===== config.mk =====
export PLATFORM = sky130hd
export DESIGN_NAME = dffre_skid_slice
export DESIGN_NICKNAME = d
export VERILOG_FILES = /design/src/rtl/dffre_skid_slice.sv
export SDC_FILE = /design/constraint.sdc
export NUM_CORES = 1
export LEC_CHECK = 0
export CAP_MARGIN = 20
export CELL_PAD_IN_SITES_DETAIL_PLACEMENT = 0
export CELL_PAD_IN_SITES_GLOBAL_PLACEMENT = 2
export CORE_MARGIN = 1
export CORE_UTILIZATION = 29
export DETAILED_ROUTE_END_ITERATION = 16
export PLACE_DENSITY = 0.91
export SLEW_MARGIN = 20
export SYNTH_ARGS = -nofsm -noshare
export SYNTH_HDL_FRONTEND = slang
export SYNTH_SLANG_ARGS = --single-unit
export TNS_END_PERCENT = 50

===== constraint.sdc =====
create_clock -name clk -period 2.85 [get_ports clk]
set_input_delay 0.855 -clock clk [delete_from_list [all_inputs] [get_ports clk]]
set_output_delay 0.855 -clock clk [all_outputs]
set_load 0.01 [all_outputs]

===== src/rtl/dffre_skid_slice.sv =====
// Two-entry valid/ready skid slice: registered s_ready and m_valid/m_data give full
// throughput while cutting the combinational ready path between producer and consumer.
module dffre_skid_slice #(
    parameter int unsigned            WIDTH       = 8,
    parameter logic [WIDTH-1:0]       RESET_VALUE = '0
) (
    input  logic             clk,
    input  logic             rst_n,
    input  logic             s_valid,
    output logic             s_ready,
    input  logic [WIDTH-1:0] s_data,
    output logic             m_valid,
    input  logic             m_ready,
    output logic [WIDTH-1:0] m_data,
    output logic [1:0]       count
);

    typedef enum logic [1:0] {
        EMPTY = 2'd0,
        BUSY  = 2'd1,
        FULL  = 2'd2
    } state_e;

    state_e           state_q;
    state_e           state_d;
    logic [WIDTH-1:0] main_q;
    logic [WIDTH-1:0] main_d;
    logic [WIDTH-1:0] skid_q;
    logic [WIDTH-1:0] skid_d;
    logic             s_ready_q;
    logic             s_ready_d;
    logic             s_xfer_c;
    logic             m_xfer_c;

    assign s_xfer_c = s_valid & s_ready_q;
    assign m_xfer_c = m_valid & m_ready;

    // State register
    always_ff @(posedge clk) begin
        if (!rst_n) begin
            state_q <= EMPTY;
        end else begin
            state_q <= state_d;
        end
    end

    // Next-state logic
    always_comb begin
        state_d = state_q;
        case (state_q)
            EMPTY: begin
                if (s_xfer_c) state_d = BUSY;
            end
            BUSY: begin
                if (s_xfer_c && !m_xfer_c)      state_d = FULL;
                else if (!s_xfer_c && m_xfer_c) state_d = EMPTY;
            end
            FULL: begin
                if (m_ready) state_d = BUSY;
            end
            default: state_d = EMPTY;
        endcase
    end

    // Datapath and ready next values
    always_comb begin
        main_d    = main_q;
        skid_d    = skid_q;
        s_ready_d = (state_d != FULL);
        case (state_q)
            EMPTY: begin
                if (s_xfer_c) main_d = s_data;
            end
            BUSY: begin
                if (s_xfer_c && m_xfer_c)       main_d = s_data;
                else if (s_xfer_c && !m_xfer_c) skid_d = s_data;
            end
            FULL: begin
                if (m_ready) main_d = skid_q;
            end
            default: begin
                main_d = main_q;
            end
        endcase
    end

    // Datapath registers; reset discards any held words
    always_ff @(posedge clk) begin
        if (!rst_n) begin
            main_q    <= RESET_VALUE;
            skid_q    <= RESET_VALUE;
            s_ready_q <= 1'b0;
        end else begin
            main_q    <= main_d;
            skid_q    <= skid_d;
            s_ready_q <= s_ready_d;
        end
    end

    assign s_ready = s_ready_q;
    assign m_valid = (state_q != EMPTY);
    assign m_data  = main_q;
    assign count   = state_q;

endmodule


==> results of run 1 <==
placed cells by master (no fill, tap or decap), types with 3 or more instances in the layout:
cell,Yosys,routed
sky130_fd_sc_hd__nand2_1,9,9
sky130_fd_sc_hd__nor2_1,10,10
sky130_fd_sc_hd__a21oi_1,10,10
sky130_fd_sc_hd__dfxtp_1,19,19
sky130_fd_sc_hd__a211oi_1,6,6
sky130_fd_sc_hd__mux2i_1,8,8
sky130_fd_sc_hd__clkdlybuf4s50_1,0,23
sky130_fd_sc_hd__o21ai_0,8,8
sky130_fd_sc_hd__clkbuf_4,0,3
power breakdown:
part | leakage (nW) | total [mW] | internal (mW) | switching (mW)
sequential | 0.155 | 0.290 | 0.280 | 0.0102
clock | 0.0150 | 0.137 | 0.0545 | 0.0826
combinational | 0.257 | 0.0999 | 0.0553 | 0.0446
cell type report:
class | count | share of cell area
Multi-Input combinational cell | 65 | 0.384
Sequential cell | 19 | 0.345
Timing Repair Buffer | 23 | 0.209
Tap cell | 31 | 0.0352
Clock buffer | 4 | 0.0238
Inverter | 1 | 0.00341
synthesized netlist by cell type (all sizes together):
library cell  number  share of area
buf                2          0.023
a21oi             10          0.060
nand2b             2          0.015
nand3b             2          0.033
o21ai              8          0.048
clkinv             1         0.0045
o211ai             1          0.026
nand2              9          0.041
clkbuf             2         0.0090
o21bai             1         0.0090
nand4b             2          0.021
dfxtp             19           0.46
mux2i              8          0.096
or2                1         0.0075
a31oi              1         0.0075
nor2              11          0.053
and2               1         0.0075
a211oi             8          0.084
through the flow:
stage               cell area (sq um)  hold WS (ps)  utilization  total power [mW]
floorplan                         833           453            -             0.346
finish                           1100           481        0.403             0.527
detailed placement               1080           468        0.394             0.397
global placement                 1080           458        0.394             0.396
global route                     1100           520        0.403             0.556
CTS                              1100           483        0.403             0.533
worst min-delay path: cells and delay by family, from the launching register on:
kind / cells / cell delay (ps)
flops: 1 / 320
compound gates: 2 / 120
registers in the layout, summed over array words and instances, names as in the netlist:
signal	cells
s_ready	1
count	2
skid_q	8
m_data	8
cell families after synthesis:
group,after synthesis
mux,8
buf+inv,5
compound gates,29
simple gates,28
flops,19
per-layer routing:
layer / routed length (um) / global-route usage / part of all wire / up-vias
li1: - / - / - / 363
met1: 817 / 0.163 / 0.50 / 294
met2: 738 / 0.164 / 0.45 / 21
met3: 74 / 0.0163 / 0.045 / 2
met4: 17 / 0.0857 / 0.010 / 0
met5: 0 / 0 / 0 / -
final timing paths:
check	from	endpoint	cells past startpoint
setup reg to reg	count[0]	m_data[5]	3
hold / removal	skid_q[7]	skid_q[7]	2
hold reg to reg	skid_q[7]	skid_q[7]	2
setup / recovery	count[0]	m_valid	2
==> results.sh, run 1 <==
export IMPL_fin_worst_skew_ps=1.17
export IMPL_fin_ws_ps=502
export IMPL_worst_setup_hold_path_clk_slew_ps=100
export IMPL_drive_above_1_share=0.0804
export IMPL_area_delta_synth_final_pct=32.3
export IMPL_detailroute_via_count=680
export IMPL_count_of_buffer_and_inverter_cells_on_the_critical_path=1
export IMPL_clock_tree_buffer_depth=2
export IMPL_post_cts_setup_buffers=0
export IMPL_root_buffer="sky130_fd_sc_hd__clkbuf_4"
export IMPL_power_static_leakage_nw=0.427
export IMPL_finalSetupViolCount=0
export IMPL_synth_area_mux_share=0.0961
export IMPL_seq_area_sq_um=380
export IMPL_synthAdderAreaFrac=0
export IMPL_critPathLaunchType="flip-flop"
export IMPL_multi_input_comb_area_sq_um=423
export IMPL_synthDistinctLibCells=22
export IMPL_hold_class="flip-flop to flip-flop"
export IMPL_grt_setup_unrepaired="no"
export IMPL_r2r_slack_ps=1280
export IMPL_firstDrtPassIters=4
export IMPL_grt_antenna_before_repair=0
export IMPL_cts_repair_resize_count=0
export IMPL_timing_critical_path_cells="or2_2 > clkdlybuf4s50_1"
export IMPL_synthesis_instances=89
export IMPL_pin_count_of_the_biggest_net_entering_global_routing=19
export IMPL_final_hold_violation_count=0
export IMPL_wl_per_cell_um=11.5
export IMPL_path_class="flip-flop to primary output"
export IMPL_ys_ff_latch=19
export IMPL_number_of_pins_exceeding_their_max_slew_limit_in_the_final_report=0
export IMPL_number_of_antenna_repair_diodes=0
export IMPL_final_antenna_violating_net_count=0
export IMPL_io_pins=24
export IMPL_number_of_synthesis_warnings=0
export IMPL_numClockSinks=19
export IMPL_synth_nets=101
export IMPL_pre_cts_slack_ps=384
export IMPL_cap_violations=0
export IMPL_core_rowCount=19
export IMPL_die_area_sq_mm=0.00309
export IMPL_syn_mean_instance_area_sq_um=9.36
export IMPL_longest_individual_stage_delay_on_the_worst_path_ps=520
export IMPL_detailed_place_hpwl_um=1190
export IMPL_critPathMaxFanout=8
export IMPL_cellPowerDensity_mw_per_mm2=478
export IMPL_synth_compound_area_share=0.234
export IMPL_first_global_vias=642
export IMPL_die_height_um=55.6
export IMPL_synth_simple_gate_area_frac=0.177
export IMPL_worst_setup_path_end_kind="primary output"
export IMPL_timing_critical_path_slowest_stage_cell="sky130_fd_sc_hd__clkdlybuf4s50_1"
export IMPL_gr_total_overflow=0
export IMPL_fp_dieW_um=55.6
export IMPL_ctsHoldBuffers=0
export IMPL_tritoncts="built"
export IMPL_post_drt_via_cell_ratio=4.76
export IMPL_start_util=0.305
export IMPL_vdd_ir_drop_worst_mv=0.205
export IMPL_nFillCells=265
export IMPL_wire_length_of_the_first_global_routing_pass_um=2810
export IMPL_period_share=0.824
export IMPL_tritoncts_num_buffers=3
export IMPL_slew_at_the_pin_closest_to_its_max_slew_limit_ps=557
export IMPL_placement_io_buffers=23
export IMPL_cp_data_required_time_ps=2000
export IMPL_gp_congestion=0.691
export IMPL_delay_heaviest_family_cp="buffers and inverters"
export IMPL_drc=0
export IMPL_number_of_drc_markers_after_the_initial_detailed_route_iteration=18
export IMPL_main_combinational_cell_family_by_area_after_synthesis="compound AO/OA/AOI/OAI gates"
export IMPL_fin_nets=125
export IMPL_relSlewSlack=0.628
export IMPL_numPlacedInstances=139
export IMPL_final_setup_tns_ps=0
export IMPL_worst_endpoint_arrival_ps=1490
export IMPL_post_synth_xor_area_fraction=0
export IMPL_floorplan_core_area_sq_mm=0.00273
export IMPL_clk_insertion_delay_late_ps=300
export IMPL_cell_count_final_fillers_out=143
export IMPL_timing_final_crit_period_ps=2350
export IMPL_syn_area_sq_um=833
export IMPL_routed_wl_um=1650
export IMPL_run_status="complete, no violations"
export IMPL_fraction_of_the_yosys_area_taken_by_sequential_cells=0.456
export IMPL_ctsHtreeMaxLevel=1
export IMPL_tot_gr_track_use=0.117
export IMPL_clock_fmax_mhz=426
Note: power is estimated with default switching activity, not from simulation.
==> inputs of run 2 (changes only) <==
--- a/config.mk
+++ b/config.mk
@@ -9,9 +9,9 @@
 export CELL_PAD_IN_SITES_DETAIL_PLACEMENT = 0
 export CELL_PAD_IN_SITES_GLOBAL_PLACEMENT = 2
 export CORE_MARGIN = 1
-export CORE_UTILIZATION = 29
+export CORE_UTILIZATION = 27
 export DETAILED_ROUTE_END_ITERATION = 16
-export PLACE_DENSITY = 0.91
+export PLACE_DENSITY = 0.86
 export SLEW_MARGIN = 20
 export SYNTH_ARGS = -nofsm -noshare
 export SYNTH_HDL_FRONTEND = slang
==> constraint.sdc (replaced) <==
create_clock -name clk -period 2.3 [get_ports clk]
set_input_delay 0.69 -clock clk [delete_from_list [all_inputs] [get_ports clk]]
set_output_delay 0.69 -clock clk [all_outputs]
set_load 0.01 [all_outputs]
==> run 2 against run 1 <==
The run now ends with DRC left; non-clock buffer count rose by 3; via count rose by 2.6%; clock skew about the same; sequential power up 24%; global-route usage decreased by 0.69 points; final area increased by 2.0%; critical path depth stayed put; hold slack worse by 1.7 ps; setup slack worse by 370 ps; count of clock-buffer cells in the layout stayed put; largest cell class unchanged.
==> results.sh, run 2 (same netlist as run 1, synthesis figures left out) <==
export IMPL_clk_insertion_delay_late_ps=290
export IMPL_grt_antenna_before_repair=0
export IMPL_number_of_pins_exceeding_their_max_slew_limit_in_the_final_report=0
export IMPL_number_of_drc_markers_after_the_initial_detailed_route_iteration=20
export IMPL_nFillCells=294
export IMPL_hold_class="flip-flop to flip-flop"
export IMPL_start_util=0.295
export IMPL_detailroute_via_count=698
export IMPL_postLayoutCellArea_sq_mm=0.00112
export IMPL_vdd_ir_drop_worst_mv=0.383
export IMPL_run_status="finished, violations left"
export IMPL_cellPowerDensity_mw_per_mm2=577
export IMPL_drc=3
export IMPL_period_share=0.942
export IMPL_first_global_vias=580
export IMPL_slew_at_the_pin_closest_to_its_max_slew_limit_ps=547
export IMPL_post_drt_via_cell_ratio=4.78
export IMPL_path_class="flip-flop to primary output"
export IMPL_gp_congestion=0.698
export IMPL_die_height_um=57.6
export IMPL_final_setup_tns_ps=0
export IMPL_fin_nets=128
export IMPL_fp_dieW_um=57.6
export IMPL_tot_gr_track_use=0.110
export IMPL_reg2reg_depth=3
export IMPL_cp_data_required_time_ps=1610
export IMPL_root_buffer="sky130_fd_sc_hd__clkbuf_4"
export IMPL_timing_final_crit_period_ps=2170
export IMPL_placedInstanceArea_sq_mm=0.00110
export IMPL_mostFrequentLayoutCells="23 x sky130_fd_sc_hd__clkdlybuf4s50_1, 19 x sky130_fd_sc_hd__dfxtp_1, 10 x sky130_fd_sc_hd__nor2_1, 10 x sky130_fd_sc_hd__a21oi_1, 9 x sky130_fd_sc_hd__nand2_1"
export IMPL_finalSetupViolCount=0
export IMPL_io_pins=24
export IMPL_final_antenna_violating_net_count=0
export IMPL_worst_setup_path_end_kind="primary output"
export IMPL_min_delay_path_depth=2
export IMPL_tritoncts_num_buffers=3
export IMPL_wl_per_cell_um=11.7
export IMPL_pin_count_of_the_biggest_net_entering_global_routing=19
export IMPL_pre_cts_slack_ps=130
export IMPL_critPathMaxFanout=8
export IMPL_fin_ws_ps=133
export IMPL_r2r_slack_ps=750
export IMPL_firstDrtPassIters=10
export IMPL_die_area_sq_mm=0.00331
export IMPL_clock_tree_buffer_depth=2
export IMPL_mostFrequentLayoutCell="sky130_fd_sc_hd__clkdlybuf4s50_1"
export IMPL_switching_component_of_the_power_mw=0.163
export IMPL_sw_frac_of_total=0.251
export IMPL_number_of_antenna_repair_diodes=0
export IMPL_cts_repair_resize_count=0
export IMPL_worst_hold_slack_ps=479
export IMPL_violations="DRC"
export IMPL_tritoncts="built"
export IMPL_fin_worst_skew_ps=1.00
export IMPL_final_hold_violation_count=0
export IMPL_hold_path_startpoint="skid_q[5]"
export IMPL_ctsHtreeMaxLevel=1
export IMPL_critPathLaunchType="flip-flop"
export IMPL_post_cts_setup_buffers=0
export IMPL_cap_violations=0
export IMPL_comb_power_share=0.198
export IMPL_worst_endpoint_arrival_ps=1480
export IMPL_routed_wl_um=1700
export IMPL_whs_endpoint="skid_q[5]"
export IMPL_power_frac_seq=0.553
export IMPL_p_int_mw=0.486
export IMPL_worstReg2RegEnd="m_data[4]"
export IMPL_rr_startpoint="count[0]"
export IMPL_placement_io_buffers=23
export IMPL_worst_setup_hold_path_clk_slew_ps=100
export IMPL_wire_length_of_the_first_global_routing_pass_um=2700
export IMPL_floorplan_core_area_sq_mm=0.00283
export IMPL_clockPowerShare=0.248
export IMPL_relSlewSlack=0.635
export IMPL_power_static_leakage_nw=0.441
export IMPL_clock_fmax_mhz=461
export IMPL_ctsHoldBuffers=0
export IMPL_drive_above_1_share=0.104
export IMPL_grt_setup_unrepaired="no"
export IMPL_core_rowCount=19
export IMPL_gr_total_overflow=0
export IMPL_numClockSinks=19
export IMPL_detailed_place_hpwl_um=1220
export IMPL_area_delta_synth_final_pct=35.0
[run 2: changes by cell type in the layout (fill, tap and decap cells not counted), sizes merged]
cell	delta
buf	+3
[run 2: power groups by stage]
stage	clock [mW]	sequential, mW	combinational [mW]
floorplan	0	0.374	0.0555
global placement	0	0.367	0.128
detailed placement	0	0.367	0.129
CTS	0.174	0.360	0.130
global route	0.186	0.363	0.140
finish	0.161	0.359	0.129
[run 2: layer usage]
metal / up-vias / share of wire / global-route usage / wire [um]
li1: 370 / - / - / -
met2: 15 / 0.44 / 0.156 / 753
met4: 0 / 0 / 0.0418 / 0
met1: 313 / 0.52 / 0.151 / 881
met3: 0 / 0.040 / 0.0408 / 69
met5: - / 0 / 0 / 0
[run 2: how the worst max path moves through the flow]
stage,from,endpoint,cells past startpoint
after floorplan,s_valid,m_data[5],5
after global placement,s_valid,m_data[6],5
after detailed placement,s_valid,m_data[4],5
after CTS,count[0],m_valid,2
after global routing,count[0],m_valid,2
final,count[0],m_valid,2
[run 2: final cells by class]
cell class | instances | area [sq um] | area share
Inverter | 1 | 3.75 | 0.00334
Clock buffer | 4 | 26.3 | 0.0234
Multi-Input combinational cell | 65 | 423 | 0.376
Tap cell | 31 | 38.8 | 0.0345
Sequential cell | 19 | 380 | 0.338
Timing Repair Buffer | 26 | 253 | 0.225
[run 2: stage by stage]
stage,util,power (mW),cells
global route,0.398,0.689,146
floorplan,-,0.429,89
detailed placement,0.388,0.496,142
CTS,0.398,0.663,146
global placement,0.388,0.495,142
finish,0.398,0.649,146
[run 2: critical path: stages (launching register included)]
cell and delay (ps):
sky130_fd_sc_hd__dfxtp_1 500, sky130_fd_sc_hd__or2_2 170, sky130_fd_sc_hd__clkdlybuf4s50_1 520
